<file path="src/rtl/tdc_avg_display_latch_if.sv">
// Bus between the TDC encoder / display driver side and the averaging display latch.
// Valid/ready: meas_valid is a one-cycle strobe with no back-pressure; avg_valid is a one-cycle pulse.
interface tdc_avg_display_latch_if #(
  parameter int DATA_W = 12
);
  logic              meas_valid;
  logic [DATA_W-1:0] meas_data;
  logic              hold;
  logic [11:0]       byte_data_send;
  logic              avg_valid;
  logic [11:0]       avg_data;
  logic              ovf;
  logic [1:0]        fsm_state;

  modport master (
    output meas_valid, meas_data, hold,
    input  byte_data_send, avg_valid, avg_data, ovf, fsm_state
  );

  modport slave (
    input  meas_valid, meas_data, hold,
    output byte_data_send, avg_valid, avg_data, ovf, fsm_state
  );
endinterface

</file>
<file path="src/rtl/tdc_avg_display_latch.sv">
// Averages windows of TDC codes and republishes the latest average to the hex display
// at a slow refresh rate; windows containing an all-ones (overflow) code display as FFF.
module tdc_avg_display_latch #(
  parameter int DATA_W     = 12,
  parameter int AVG_LOG2   = 4,
  parameter int UPDATE_DIV = 50000000
) (
  input  logic                    CLK,
  input  logic                    RST,
  tdc_avg_display_latch_if.slave  bus
);
  localparam int ACC_W = DATA_W + AVG_LOG2;
  localparam int TMR_W = $clog2(UPDATE_DIV);
  localparam logic [TMR_W-1:0] TMR_LAST = TMR_W'(UPDATE_DIV - 1);

  typedef enum logic [1:0] {
    WAIT_TICK = 2'd0,
    WAIT_AVG  = 2'd1,
    PUBLISH   = 2'd2
  } state_t;

  state_t              state_q, state_d;
  logic [ACC_W-1:0]    acc_q, acc_d;
  logic [AVG_LOG2-1:0] cnt_q, cnt_d;
  logic                win_ovf_q, win_ovf_d;
  logic                win_ovf_lat_q, win_ovf_lat_d;
  logic [11:0]         avg_q, avg_d;
  logic                avg_valid_q, avg_valid_d;
  logic [TMR_W-1:0]    timer_q, timer_d;
  logic                pending_q, pending_d;
  logic [11:0]         disp_q, disp_d;
  logic                ovf_q, ovf_d;

  logic [ACC_W-1:0]    sum_full;
  logic [ACC_W-1:0]    sum_shift;
  logic                is_ovf_code;
  logic                win_close;
  logic                tick;

  assign sum_full    = acc_q + ACC_W'(bus.meas_data);
  assign sum_shift   = sum_full >> AVG_LOG2;
  assign is_ovf_code = &bus.meas_data;
  assign win_close   = bus.meas_valid && (cnt_q == '1);
  assign tick        = (timer_q == TMR_LAST);

  always_comb begin
    acc_d         = acc_q;
    cnt_d         = cnt_q;
    win_ovf_d     = win_ovf_q;
    win_ovf_lat_d = win_ovf_lat_q;
    avg_d         = avg_q;
    avg_valid_d   = 1'b0;
    if (win_close) begin
      // Closing sample folds into the average and the window restarts on the same edge.
      acc_d         = '0;
      cnt_d         = '0;
      win_ovf_d     = 1'b0;
      avg_d         = 12'(sum_shift[DATA_W-1:0]);
      win_ovf_lat_d = win_ovf_q | is_ovf_code;
      avg_valid_d   = 1'b1;
    end else if (bus.meas_valid) begin
      acc_d     = sum_full;
      cnt_d     = cnt_q + 1'b1;
      win_ovf_d = win_ovf_q | is_ovf_code;
    end
  end

  always_comb begin
    timer_d   = tick ? '0 : timer_q + 1'b1;
    pending_d = pending_q | tick;
    state_d   = state_q;
    disp_d    = disp_q;
    ovf_d     = ovf_q;
    case (state_q)
      WAIT_TICK: if (pending_q) state_d = WAIT_AVG;
      WAIT_AVG:  if (avg_valid_q) state_d = PUBLISH;
      PUBLISH: begin
        if (bus.hold) begin
          state_d = WAIT_AVG;
        end else begin
          // Clearing wins over a coincident tick: ticks during pending are absorbed.
          disp_d    = win_ovf_lat_q ? 12'hFFF : avg_q;
          ovf_d     = win_ovf_lat_q;
          pending_d = 1'b0;
          state_d   = WAIT_TICK;
        end
      end
      default: state_d = WAIT_TICK;
    endcase
  end

  always_ff @(posedge CLK) begin
    if (RST) begin
      state_q       <= WAIT_TICK;
      acc_q         <= '0;
      cnt_q         <= '0;
      win_ovf_q     <= 1'b0;
      win_ovf_lat_q <= 1'b0;
      avg_q         <= '0;
      avg_valid_q   <= 1'b0;
      timer_q       <= '0;
      pending_q     <= 1'b0;
      disp_q        <= '0;
      ovf_q         <= 1'b0;
    end else begin
      state_q       <= state_d;
      acc_q         <= acc_d;
      cnt_q         <= cnt_d;
      win_ovf_q     <= win_ovf_d;
      win_ovf_lat_q <= win_ovf_lat_d;
      avg_q         <= avg_d;
      avg_valid_q   <= avg_valid_d;
      timer_q       <= timer_d;
      pending_q     <= pending_d;
      disp_q        <= disp_d;
      ovf_q         <= ovf_d;
    end
  end

  assign bus.byte_data_send = disp_q;
  assign bus.avg_valid      = avg_valid_q;
  assign bus.avg_data       = avg_q;
  assign bus.ovf            = ovf_q;
  assign bus.fsm_state      = state_q;
endmodule

</file>
<file path="src/flat_wrapper.sv">
// flat-port wrapper written by rule: the top's interface ports become plain ports
module tdc_avg_display_latch_flat 
#(
  parameter int DATA_W     = 12,
  parameter int AVG_LOG2   = 4,
  parameter int UPDATE_DIV = 50000000
)
  (CLK, RST, bus_meas_valid, bus_meas_data, bus_hold, bus_byte_data_send, bus_avg_valid, bus_avg_data, bus_ovf, bus_fsm_state);
  tdc_avg_display_latch_if #(.DATA_W(DATA_W)) bus_i ();
  input  logic CLK;
  input  logic RST;
  input wire logic [$bits(bus_i.meas_valid)-1:0] bus_meas_valid;
  input wire logic [$bits(bus_i.meas_data)-1:0] bus_meas_data;
  input wire logic [$bits(bus_i.hold)-1:0] bus_hold;
  output wire logic [$bits(bus_i.byte_data_send)-1:0] bus_byte_data_send;
  output wire logic [$bits(bus_i.avg_valid)-1:0] bus_avg_valid;
  output wire logic [$bits(bus_i.avg_data)-1:0] bus_avg_data;
  output wire logic [$bits(bus_i.ovf)-1:0] bus_ovf;
  output wire logic [$bits(bus_i.fsm_state)-1:0] bus_fsm_state;
  assign bus_i.meas_valid = bus_meas_valid;
  assign bus_i.meas_data = bus_meas_data;
  assign bus_i.hold = bus_hold;
  assign bus_byte_data_send = bus_i.byte_data_send;
  assign bus_avg_valid = bus_i.avg_valid;
  assign bus_avg_data = bus_i.avg_data;
  assign bus_ovf = bus_i.ovf;
  assign bus_fsm_state = bus_i.fsm_state;
  tdc_avg_display_latch #(.DATA_W(DATA_W), .AVG_LOG2(AVG_LOG2), .UPDATE_DIV(UPDATE_DIV)) u_core (.CLK(CLK), .RST(RST), .bus(bus_i));
endmodule
</file>
<file path="config.mk">
export PLATFORM = sky130hd
export DESIGN_NAME = tdc_avg_display_latch_flat
export DESIGN_NICKNAME = d
export VERILOG_FILES = /design/src/rtl/tdc_avg_display_latch_if.sv /design/src/rtl/tdc_avg_display_latch.sv /design/src/flat_wrapper.sv
export SDC_FILE = /design/constraint.sdc
export NUM_CORES = 1
export LEC_CHECK = 0
export ABC_AREA = 1
export ABC_CLOCK_PERIOD_IN_PS = 4030
export CORE_UTILIZATION = 60
export CTS_BUF_LIST = sky130_fd_sc_hd__clkbuf_4 sky130_fd_sc_hd__clkbuf_8 sky130_fd_sc_hd__clkbuf_16
export CTS_CLUSTER_SIZE = 14
export DETAILED_ROUTE_END_ITERATION = 6
export HOLD_SLACK_MARGIN = 0.06
export PLACE_DENSITY = 0.94
export RECOVER_POWER = 100
export SYNTH_ARGS = -nofsm -noshare
export SYNTH_HDL_FRONTEND = slang
export SYNTH_SLANG_ARGS = --single-unit
</file>
<file path="constraint.sdc">
create_clock -name CLK -period 4.03 [get_ports CLK]
set_clock_uncertainty 0.1 [all_clocks]
set_input_delay 0.6045 -clock CLK [delete_from_list [all_inputs] [get_ports CLK]]
set_output_delay 0.6045 -clock CLK [all_outputs]
set_load 0.01 [all_outputs]
</file>
# Word level (Yosys, flattened, before mapping)
# Cells that the tools add are included.
# op_classes
n_addsub,3
mul,0
div,0
magnitude_cmp,0
eq_ne,6
shift,0
mux,8
bitwise_logic,3
reduce_logical,7
# ops
operator,n
"adder 26 x 1 -> 26 bit, second input constant",1
"== test 26 bit, second input constant",1
adder 16 x 12 -> 16 bit,1
2-to-1 mux 12 bit,1
AND reduction 12 bit,1
case mux 2 bit (3 select lines),1
"adder 4 x 1 -> 4 bit, second input constant",1
"== test 4 bit, second input constant",1
2-to-1 mux 1 bit,4
2-to-1 mux 2 bit,2
"!= test 2 x 1 -> 1 bit, second input constant",2
AND reduction 2 bit,2
OR reduction 2 bit,2
"== test 2 x 1 -> 1 bit, second input constant",1
"== test 2 bit, second input constant",1
zero test 2 bit,1
bitwise OR 1 bit,2
logical AND 1 bit,1
inverter 1 bit,1
# totals
regBits,77
latchBits,0
mem_bits_rw,0
romBits,0
in_bits,16
output_inout_bits,28
elab_cells,38
n_memories,0

# Longest topological paths before layout
# logic_depth
depth_word,4
mapped_depth,12
ltp_nobuf,12

# Worst setup path before layout
# Ideal clock, no wire load.
# synth_timing
kind,input to register
start,input port bus_meas_data[0]
end,register u_core.acc_q[8]
setup_ns,0.109
arrival_time_ns,1.897
t_required_ns,3.821
slack_ns,1.924
cell_stages,9
path_buffers,0
cell_sequence,ha_1 -> fa_1 -> nand3_1 -> nand3_1 -> a21oi_1 -> xor2_1 -> nand2_1 -> nand2_1 -> inv_1
# synth_between
elab_chain_len,1
# synth_rtl
element,line_no,rtl
"start, declared",flat_wrapper.sv:13,input wire logic [$bits(bus_i.meas_data)-1:0] bus_meas_data;
adder 16 x 12 -> 16 bit,tdc_avg_display_latch.sv:40,assign sum_full = acc_q + ACC_W'(bus.meas_data);
"end signal, assigned",tdc_avg_display_latch.sv:95,acc_q <= '0;
"end signal, assigned",tdc_avg_display_latch.sv:107,acc_q <= acc_d;
"end, declared",tdc_avg_display_latch.sv:23,"logic [ACC_W-1:0] acc_q, acc_d;"
# No other way between the ends.
# A chain may end at the register's enable or synchronous reset.

# Worst setup path in the final report
# layout_timing
start,input port bus_meas_valid
end,register u_core.acc_q[5]
# layout_between
elab_chain_len,2
# layout_rtl
element,line_no,rtl
"start, declared",flat_wrapper.sv:12,input wire logic [$bits(bus_i.meas_valid)-1:0] bus_meas_valid;
logical AND 1 bit,tdc_avg_display_latch.sv:43,assign win_close = bus.meas_valid && (cnt_q == '1);
OR reduction 2 bit (no source line),n/a,
# Several ways; a longest one is shown, not always the timed one.

==> results.py <==
metrics = {
    "outcome": {
        "run_status": "finished, violations left",
        "violations": "DRC",
    },
    "cells_and_area": {
        "design.final.nets": 685,
        "flow.area_growth_from_synthesis_pct": 15.29,
        "share_of_final_layout_standard_cells_stronger_than_drive_strength_1": 0.05766,
        "finalCoreUtilization": 0.7291,
        "insertedDiodeCount": 0,
    },
    "yosys": {
        "post_synth_main_area_contributors": "dfxtp_1 38%, nand2_1 16%, inv_1 8.7%",
        "synth-main-ff-cell": "dfxtp_1",
        "ys_seq_elements": 77,
        "synth-seq-area-share": 0.3753,
        "synthesized_instance_count": 611,
        "syn_area_um2": 4108,
        "post-synth-top-count-cell": "nand2_1",
        "synth_largest_type_area_fraction": 0.3753,
        "yosys.cell_types.count": 35,
        "post_synth.cell_area_avg_um2": 6.723,
        "synth_enable_flop_cells": 0,
        "ys_async_rst_share": 0,
        "synthDominantAreaCellType": "dfxtp_1",
        "synth.net_count": 642,
        "synth_warnings": 0,
        "post_synth_most_frequent_cells": "170 x nand2_1, 95 x inv_1, 77 x dfxtp_1",
    },
    "floorplan": {
        "die_w_um": 84.74,
        "io-pin-count": 44,
        "die_height_um": 84.74,
        "die_area_um2": 7181,
        "coreArea_um2": 6495,
        "effective_utilization_at_floorplan": 0.6324,
        "placement_rows": 29,
    },
    "critical_path": {
        "reg_to_reg_endpoint": "u_core.timer_q[16]$_SDFF_PP0_",
        "reg2regPathDepth": 8,
        "cp_num_cells": 9,
        "timing.critical_path.arrival_ns": 3.21,
        "timing.setup.critical_path_class": "in2reg",
        "critPathCaptureType": "register",
        "worst_path_max_delay_cell": "clkbuf_1",
        "worst_r2r_start": "u_core.timer_q[0]$_SDFF_PP0_",
        "timing.critical_path.required_ns": 4.18,
        "crit_buf_inv": 4,
        "timing.reg2reg.setup_slack_ns": 1.77,
        "cp_cell_sequence": "clkdlybuf4s50_1 -> clkbuf_1 -> nand3_1 -> nor2_1 -> nor2_1 -> inv_2 -> nor2_1 -> o21ai_0 -> inv_1",
        "critical_path.startpoint_type": "input pin",
        "cpLargestDelayFamily": "buffers and inverters",
        "slowest_delay_ns": 0.95,
        "cp_max_fo": 29,
        "path_common_cell": "nor2_1",
    },
    "hold_path": {
        "worstHoldEndpoint": "u_core.pending_q$_SDFF_PP0_",
        "hold_start": "u_core.pending_q$_SDFF_PP0_",
        "hold-path-cell-count": 2,
        "hp-class": "reg2reg",
    },
    "power": {
        "power.static_leakage_nw": 2.119,
        "power_density_nw_per_um2": 333.9,
        "fin_total_pwr_mw": 1.581,
        "maximum_vdd_drop_v": 0.0002801,
    },
    "timing": {
        "maxClockFrequency_mhz": 326.9,
        "setup-violations-final": 0,
        "rsz0062_at_grt": "false",
        "hold_viol_final": 0,
        "final.period_utilization": 0.7590,
        "worst-slew-pin-transition_ns": 1.317,
        "final.setup.tns_ns": 0,
        "finalWorstPathRequiredPeriod_ns": 3.059,
        "max-slew-margin-rel": 0.1222,
        "timing_max_transition_violations_final": 0,
    },
    "clock_tree": {
        "cts.clk_slew.worst_paths_ns": 0.09,
        "clock-root-buffer": "clkbuf_8",
        "clock_sinks": 77,
        "ctsHoldBuffers": 0,
        "clock_latency_ns": 0.36,
        "cts_setup_buffers": 0,
        "tritoncts": "done",
        "post_cts.resized_instances": 0,
        "cts_h_tree_lvls": 3,
        "clk_path_buf_depth": 2,
        "cts_made_buffers": 9,
    },
    "placement": {
        "portBuffers": 43,
        "place.detailed.hpwl_mm": 7.200,
        "gpl.final_weighted_congestion": 0.9235,
    },
    "route": {
        "initialDrtViolationCount": 279,
        "totalWireLength_mm": 9.737,
        "dr_pass1_iterations": 7,
        "route.detailed.vias_per_inst": 5.541,
        "drt-wirelength-per-cell_um": 13.23,
        "drc": 5,
        "num_vias": 4078,
        "ant_nets": 0,
    },
    "grt": {
        "grt_pass1_wl_mm": 16.95,
        "via_count_of_the_first_global_routing_pass": 3883,
        "global_route.overflow_total": 0,
        "grtUsageTotal": 0.2921,
        "initial_antenna_violation_count": 0,
        "grt_max_degree": 30,
    },
    "job": {
        "max-cap-violations": 0,
    },
}
-- worst register-to-register path: cells and delay by family (launching register included) --
family / cells / cell delay [ns]
adders and majority gates: 1 / 0.19
buffers and inverters: 1 / 0.06
and+or+nand+nor: 6 / 1.39
DFF: 1 / 0.38
-- per-layer routing --
layer,track usage,vias up,share of wire
met3,0.06686,22,0.067
met2,0.5026,163,0.48
met1,0.3643,1874,0.44
met5,0,-,0
li1,-,2019,-
met4,0.08937,0,0.014
-- stage by stage --
stage	setup slack, ns	cell area, um2	hold slack, ns	cells
2_1_floorplan	1.924	4108	0.3219	611
3_3_place_gp	1.376	4574	0.3426	720
3_5_place_dp	1.326	4574	0.3513	720
4_1_cts	1.704	4757	0.3614	736
5_1_grt	0.7756	4736	0.3769	736
6_report	0.9711	4736	0.3588	736
-- cells by family after synthesis --
| kind of cell | after synthesis | share of synthesized area |
|---|---|---|
| adders and majority gates | 15 | 0.04752 |
| and+or+nand+nor | 320 | 0.3402 |
| xor gates and xnor gates | 12 | 0.02559 |
| buffers and inverters | 112 | 0.1078 |
| AOI/OAI and AO/OA | 75 | 0.1036 |
| DFF | 77 | 0.3753 |
-- report_power, final --
group          switching, mW  internal, mW  leakage (nW)  total, mW
Clock                  0.316         0.232        0.0917      0.548
Sequential            0.0162         0.781         0.625      0.797
Combinational          0.150        0.0860          1.40      0.236
Total                  0.483          1.10          2.12       1.58
-- flip-flops by register name, indices dropped and copies added, names as in the netlist, 2 cells and up --
| name | count |
|---|---|
| u_core.timer_q | 26 |
| u_core.acc_q | 16 |
| u_core.bus.avg_data | 12 |
| u_core.bus.byte_data_send | 12 |
| u_core.cnt_q | 4 |
| u_core.bus.fsm_state | 2 |
-- area by class of cell --
class | instances | area [um2]
Multi-Input combinational cell | 422 | 2106
Inverter | 100 | 375.4
Fill cell | 507 | 1759
Tap cell | 77 | 96.34
Timing Repair Buffer | 44 | 434.2
Clock buffer | 9 | 123.9
Sequential cell | 77 | 1541
Clock inverter | 7 | 58.81
-- how the worst max path moves through the flow --
stage / startpoint / end
after floorplan: bus_meas_data[0] / u_core.acc_q[8]$_SDFFE_PP0P_
after global placement: bus_meas_data[0] / u_core.acc_q[8]$_SDFFE_PP0P_
after detailed placement: bus_meas_data[0] / u_core.acc_q[8]$_SDFFE_PP0P_
after CTS: bus_meas_data[0] / u_core.acc_q[8]$_SDFFE_PP0P_
after global routing: bus_meas_valid / u_core.acc_q[6]$_SDFFE_PP0P_
final: bus_meas_valid / u_core.acc_q[5]$_SDFFE_PP0P_
-- cell usage in the layout (no fill, tap or decap), types with 3 or more instances in the layout --
cell type	n
and2_1	3
a221oi_1	9
clkinv_4	3
o21ai_0	22
nand2_1	171
nand2_2	4
or2_0	4
nand3_1	35
o211ai_1	3
nor2_2	6
dfxtp_1	77
inv_1	95
xnor2_1	5
nor3_1	7
clkdlybuf4s50_1	13
ha_1	14
or2_2	3
nor2_1	65
a21oi_1	37
nand4_1	15
dlygate4sd3_1	30
xor2_1	7
clkbuf_8	9
inv_2	5
Note: power is estimated with default switching activity, not from simulation.
